**src/rtl/vad_frame_packer.sv**
```systemverilog
// Ping-pong frame packer: assembles FEAT_NUM-word frames from a serial stream and hands them to `top`.
// Optional macro VAD_PACK_DROP_EN: never backpressure; overwrite the oldest unread frame instead.
module vad_frame_packer #(
    parameter int FEAT_NUM = 20,
    parameter int DATA_W   = 16
) (
    input  logic                         clk,
    input  logic                         rst_n,
    input  logic                         s_valid,
    input  logic [DATA_W-1:0]            s_data,
    output logic                         s_ready,
    input  logic                         frame_req,
    output logic                         read_en,
    output logic [FEAT_NUM*DATA_W-1:0]   frame_data,
    output logic [7:0]                   drop_cnt
);

    localparam int IDX_W = (FEAT_NUM > 1) ? $clog2(FEAT_NUM) : 1;

    typedef enum logic [1:0] {
        IDLE,
        DELIVER,
        HOLD
    } state_t;

    state_t                 state, state_nxt;
    logic [1:0]             full, full_nxt;
    logic                   wr_sel;
    logic                   rd_sel;
    logic                   hold_cnt;
    logic [IDX_W-1:0]       wr_idx;
    logic [DATA_W-1:0]      mem [2][FEAT_NUM];

    logic                   accept;
    logic                   fill_done;
    logic                   deliver;
    logic                   drop;
    logic                   readable;

    assign accept    = s_valid && s_ready;
    assign fill_done = accept && (wr_idx == IDX_W'(FEAT_NUM - 1));
    assign deliver   = (state == DELIVER);

`ifdef VAD_PACK_DROP_EN
    function automatic logic [7:0] sat_inc(input logic [7:0] v);
        return (v == 8'hFF) ? v : v + 8'd1;
    endfunction

    logic [7:0] drop_q;

    assign s_ready  = 1'b1;
    // A buffer being freed by DELIVER this cycle is not an overwrite.
    assign drop     = accept && (wr_idx == '0) && full[wr_sel] && !(deliver && (rd_sel == wr_sel));
    assign drop_cnt = drop_q;

    always_ff @(posedge clk or negedge rst_n) begin
        if (!rst_n) begin
            drop_q <= 8'd0;
        end else if (drop) begin
            drop_q <= sat_inc(drop_q);
        end
    end
`else
    assign s_ready  = !full[wr_sel];
    assign drop     = 1'b0;
    assign drop_cnt = 8'd0;
`endif

    // In overwrite mode the oldest buffer may be the one currently being refilled.
    assign readable = full[rd_sel] && !((rd_sel == wr_sel) && (wr_idx != '0));

    always_comb begin
        full_nxt = full;
        if (deliver) begin
            full_nxt[rd_sel] = 1'b0;
        end
        if (fill_done) begin
            full_nxt[wr_sel] = 1'b1;
        end
    end

    always_comb begin
        state_nxt = state;
        unique case (state)
            IDLE:    if (frame_req && readable) state_nxt = DELIVER;
            DELIVER: state_nxt = HOLD;
            HOLD:    if (!frame_req || hold_cnt) state_nxt = IDLE;
            default: state_nxt = IDLE;
        endcase
    end

    always_ff @(posedge clk or negedge rst_n) begin
        if (!rst_n) begin
            state      <= IDLE;
            full       <= 2'b00;
            wr_sel     <= 1'b0;
            rd_sel     <= 1'b0;
            wr_idx     <= '0;
            hold_cnt   <= 1'b0;
            read_en    <= 1'b0;
            frame_data <= '0;
        end else begin
            state    <= state_nxt;
            full     <= full_nxt;
            hold_cnt <= (state == HOLD);
            read_en  <= deliver;
            rd_sel   <= rd_sel ^ deliver ^ drop;
            if (accept) begin
                if (fill_done) begin
                    wr_idx <= '0;
                    wr_sel <= !wr_sel;
                end else begin
                    wr_idx <= wr_idx + IDX_W'(1);
                end
            end
            if (deliver) begin
                for (int k = 0; k < FEAT_NUM; k++) begin
                    frame_data[k*DATA_W +: DATA_W] <= mem[rd_sel][k];
                end
            end
        end
    end

    // Frame storage carries no reset; the full flags say what is valid.
    always_ff @(posedge clk) begin
        if (accept) begin
            mem[wr_sel][wr_idx] <= s_data;
        end
    end

endmodule

```
**config.mk**
```make
export PLATFORM = sky130hd
export DESIGN_NAME = vad_frame_packer
export DESIGN_NICKNAME = d
export VERILOG_FILES = /design/src/rtl/vad_frame_packer.sv
export SDC_FILE = /design/constraint.sdc
export NUM_CORES = 1
export LEC_CHECK = 0
export ABC_AREA = 1
export BUFFER_PORTS_ARGS = -buffer_cell sky130_fd_sc_hd__clkbuf_2
export CAP_MARGIN = 20
export CELL_PAD_IN_SITES_DETAIL_PLACEMENT = 0
export CELL_PAD_IN_SITES_GLOBAL_PLACEMENT = 1
export CORE_ASPECT_RATIO = 0.75
export CORE_UTILIZATION = 52
export CTS_CLUSTER_DIAMETER = 40
export DETAILED_ROUTE_END_ITERATION = 8
export HOLD_SLACK_MARGIN = 0.02
export PLACE_DENSITY = 0.85
export SETUP_SLACK_MARGIN = 0.2
export SLEW_MARGIN = 20
export SYNTH_ARGS = -nofsm -noshare
export SYNTH_HDL_FRONTEND = slang
export SYNTH_SLANG_ARGS = --single-unit
```
**constraint.sdc**
```tcl
create_clock -name clk -period 4.14 [get_ports clk]
set_input_delay 0.828 -clock clk [delete_from_list [all_inputs] [get_ports clk]]
set_output_delay 0.828 -clock clk [all_outputs]
set_load 0.02 [all_outputs]
```
* After elaboration in Yosys (flattened, before gate mapping)
Memories as Yosys holds them, arrays and structs flattened. A register that Yosys moved wholly into a read port is not among the register bits. Cells that the tools add are included.
Operators by class: reductions and logical operators 18, eq/ne operators 6, muxes and demuxes 18, add/sub/neg operators 1, bitwise gates (word level) 5, order comparisons 6
Operator list (count):
- $mux 320 | 1
- $demux 16 s5 | 1
- $mux 16 | 1
- $logic_and 1x1->1 | 8
- $mux 2 | 4
- $mux 1 | 7
- $ge 6x6->1 const B | 1
- $lt 6x1->1 const B | 1
- $not 5->6 | 1
- $pmux 2 s3 | 1
- $add 5x1->5 const B | 1
- $eq 5x5->1 const B | 1
- $logic_not 1->1 | 5
- $mux 5 | 1
- $reduce_bool 5->1 | 1
- $lt 1x2->1 const B | 2
- $ne 2x2->1 const B | 2
- $reduce_and 2->1 | 2
- $and 2x2->2 | 1
- $demux 1 s1 | 2
- $eq 2x1->1 const B | 1
- $eq 2x2->1 const B | 1
- $ge 1x1->1 const B | 2
- $logic_not 2->1 | 1
- other kinds (5) | 5
Word-level totals: word-level logic and storage cells 62, register bits after elaboration 13, memories kept 1, input bits 20, bits in writable memories 640
Memories:
- mem | words 2, width 320, rd ports 1, clocked after Yosys merged registers in 1, write ports 1, line 32 | logic [DATA_W-1:0] mem [2][FEAT_NUM];

* Longest topological paths before layout
depth in word-level cells 9, gate-level depth with buffers 8

* Least setup slack after synthesis
No wires, ideal clock.
path kind input-to-reg, start point input port s_valid, end point memory mem[0][48] (netlist bit) (enable), required time 3731 ps, stages on the path 4, slack 1370 ps, arrival 2361 ps, setup time 409 ps, cell sequence inv_1 nor2_4 nand2_1 nor3_1
Between the ends: cells in the longest elaborated chain, start to end 3
RTL lines:
- start, declared | line 9 | input logic s_valid,
- $logic_and 1x1->1 | line 40 | assign accept = s_valid && s_ready;
- $mux 1 | line 126 | if (accept) begin
- $mux 320 (implied by the code) | line 127 | mem[wr_sel][wr_idx] <= s_data;
- end, declared | line 32
No other way between the ends.

* Worst setup path after layout
start point register wr_sel, end point output port s_ready
Between the ends: cells in the longest elaborated chain, start to end 3
RTL lines:
- start, declared | line 28 | logic wr_sel;
- start signal, assigned | line 111 | wr_sel <= !wr_sel;
- $mux 1 (implied by the code) (2 in a row) | line 64 | assign s_ready = !full[wr_sel];
- $logic_not 1->1 | line 64
- end, declared | line 11 | output logic s_ready,
No other way between the ends. The select of a mux whose other input is x is not followed.

==> impl_results.md <==
* IO Pins at 350
* Combinational share of power at 0.231
* WL met1 at 35.6 mm
* Reg-to-reg setup timing slack at 1460 ps
* Vias/cell at 5.43
* Relative slew slack at 0.244
* Crit path arrival time at 1890 ps
* CTS tree: yes
* Overall die area at 66600 µm²
* Top sig layer: met4
* Nets at 2930
* Post-route cell area at 40600 µm²
* PwrDens at 740 nW/µm²
* Switching part of the total power at 0.339
* Critical Path RT at 3310 ps
* Post-CTS Hold Buffers at 0
* First-pass GRT wire length at 128 mm
* Vias in the first global route at 20673
* Fill cell count at 4659
* Final HPWL DP at 48.0 mm
* Setup TNS at 0 ps
* Final hold slack at 261 ps
* Seq pwr share at 0.450
* Routed length per instance at 22.0 µm
* Die width at 298 µm
* Number of antenna diodes at 0
* Layout cells sized above 1 at 0.211
* Metal2 WL at 40.1 mm
* Post-CTS Setup Repair Bufs at 0
* Deepest clock path buffer count at 3
* Mapped Area at 34100 µm²
* Synthesized flop and latch total at 973
* RSZ-0062 raised after global routing: false
* GP Congestion at 0.817
* Initial Utilization at 0.531
* Clk pwr share at 0.319
* Met3 wire length at 7.11 mm
* Post-Route WL at 84.9 mm
* Hold Path Class: primary input to asynchronous set/reset pin
* Period minus WS final at 2720 ps
* Port bufs at 341
* Chip height at 224 µm
* Leak pwr at 16.5 nW
* Most common cell on crit path: nand2_1
* Peak supply drop at 0.414 mV
* Placed inst area at 37000 µm²
* Core ar. at 64200 µm²
* Fin. Hold Viols at 0
* Slowest stage delay, CP at 620 ps
* Via count at 20967
* Crit. End Element: primary output
* Max Cap Viol at 0
* Avg Cell Area, Syn at 13.6 µm²
* # clock sinks at 973
* Netlist cell types at 23
* Critical path type: flip-flop to primary output
* Post-route DRC at 0
* Initial DRC count at 2212
* Crit share post-route at 0.657
* Place WS at 1030 ps
* CP Cell Sequence: inv_2 -> nand2_1 -> nand2_1 -> inv_1 -> clkbuf_2
* Root buffer cell: clkbuf_16
* Yosys warns at 0
* Row count at 80
* Final antenna-violating net count at 0
* Final setup fails at 0
* Mapped Cells at 2500
* Clk_lat worst skew at 660 ps
* GRT overflow at 0
* Global-route usage over all layers at 0.257
* Critical-path maximum fanout at 16
* Initial antenna violation count at 2
* Status: finished clean
* Clock-pin slew on the worst setup and hold paths at 70 ps
* Largest net degree at the start of global routing at 177
* Fmax at 368 MHz
* PostCTS Resize Cnt at 0
* Seq/Total Area, Yosys at 0.809
* CTS Buf Count at 108
* Slew @ Worst Pin at 1130 ps
* Psw at 10.2 mW
* Pint at 19.9 mW
* Fin worst setup slack at 1420 ps
* H-tree depth at 3
* Fin. max-slew vios at 0
* Setup Skew at 24.4 ps
* First-pass DRT Iterations at 6
* Synth-to-layout area growth at 19.3%
* Slowest CP cell: dfrtp_2
* Startpoint Class: flip-flop
## cells in the mapped netlist
library cell,number,area (µm²)
buf_6,1,11.3
ha_1,4,50.1
nand4_1,2,12.5
nand3_1,334,1670
nor3_1,28,140
nor2_4,2,22.5
o21ai_0,6,30.0
edfxtp_1,640,19200
nor2_1,22,82.6
conb_1,1,3.75
inv_2,2,7.51
buf_4,42,315
nor2_2,1,6.26
dfrtp_1,333,8330
buf_1,1,3.75
nand2_2,2,12.5
mux2i_1,1,10.0
inv_1,13,48.8
clkbuf_1,13,48.8
buf_2,64,320
xor2_1,1,8.76
nor3b_1,1,7.51
nand2_1,986,3700
## power by group through the flow
stage	logic (mW)	registers [mW]	clock network, mW
2_1_floorplan	2.68	14.9	0
3_3_place_gp	6.85	13.6	0
3_5_place_dp	7.00	13.7	0
4_1_cts	7.05	13.5	9.70
5_1_grt	7.58	13.7	10.1
6_report	6.96	13.5	9.58
## cells in the final DEF (no fill, tap or decap), drive strengths merged
master and instances:
buf 71, bufinv 7, clkbuf 475, clkinv 30
clkinvlp 13, conb 8, dfrtp 333, edfxtp 640
ha 4, inv 34, mux2i 1, nand2 988
nand3 334, nand4 2, nor2 25, nor3 28
nor3b 1, o21ai 6, xor2 1
## area by class of cell
type                            count  area [µm²]  share of cell area
Timing Repair Buffer              410        2370              0.0584
Tap cell                          861        1080              0.0265
Multi-Input combinational cell   1398        5940               0.146
Clock buffer                      136        2940              0.0724
Sequential cell                   973       27600               0.678
Inverter                           15        56.3             0.00139
Clock inverter                     69         697              0.0172
## metal layers
layer  GRT usage  vias to the layer above
met5           0                        -
met4      0.0795                        0
met3      0.0595                      130
met2       0.395                      899
met1       0.368                    10565
li1            -                     9373
## metrics by stage
| stage | power (mW) | cells | utilization |
|---|---|---|---|
| 3_5_place_dp | 20.7 | 3657 | 0.577 |
| 3_3_place_gp | 20.5 | 3657 | 0.577 |
| 6_report | 30.1 | 3862 | 0.633 |
| 2_1_floorplan | 17.5 | 2507 | - |
| 5_1_grt | 31.3 | 3862 | 0.633 |
| 4_1_cts | 30.3 | 3862 | 0.633 |
## state kept, by name, indices dropped and copies added (netlist names)
register    flops
frame_data    320
full            2
wr_sel          1
wr_idx          5
rd_sel          1
state           2
read_en         1
hold_cnt        1
mem           640
## critical path: cells and delay by family, from the launching register on
family | cells | cell delay, ps
buf+inv | 3 | 410
flops | 1 | 620
simple gates | 2 | 220
## logic make-up (layout without fill, tap and decap cells)
| kind of cell | after synthesis | after routing | share of synthesized area |
|---|---|---|---|
| AOI/OAI and AO/OA | 6 | 6 | 0.000882 |
| xor gates and xnor gates | 1 | 1 | 0.000257 |
| adders and majority gates | 4 | 4 | 0.00147 |
| buffers and inverters | 136 | 630 | 0.0222 |
| DFF | 973 | 973 | 0.809 |
| muxes | 1 | 1 | 0.000294 |
| other | 1 | 8 | 0.000110 |
| and+or+nand+nor | 1378 | 1378 | 0.166 |
## path summary, 6_finish.rpt
path,start,cells after the start,to
setup / recovery,wr_sel,5,s_ready
hold / removal,rst_n,1,frame_data[257]
setup reg to reg,wr_sel,6,mem[0][46]
hold reg to reg,mem[0][58],2,frame_data[266]
max in group asynchronous,rst_n,2,frame_data[82]
min in group clk,frame_req,3,state[1]
(Power assumes the default switching activity.)
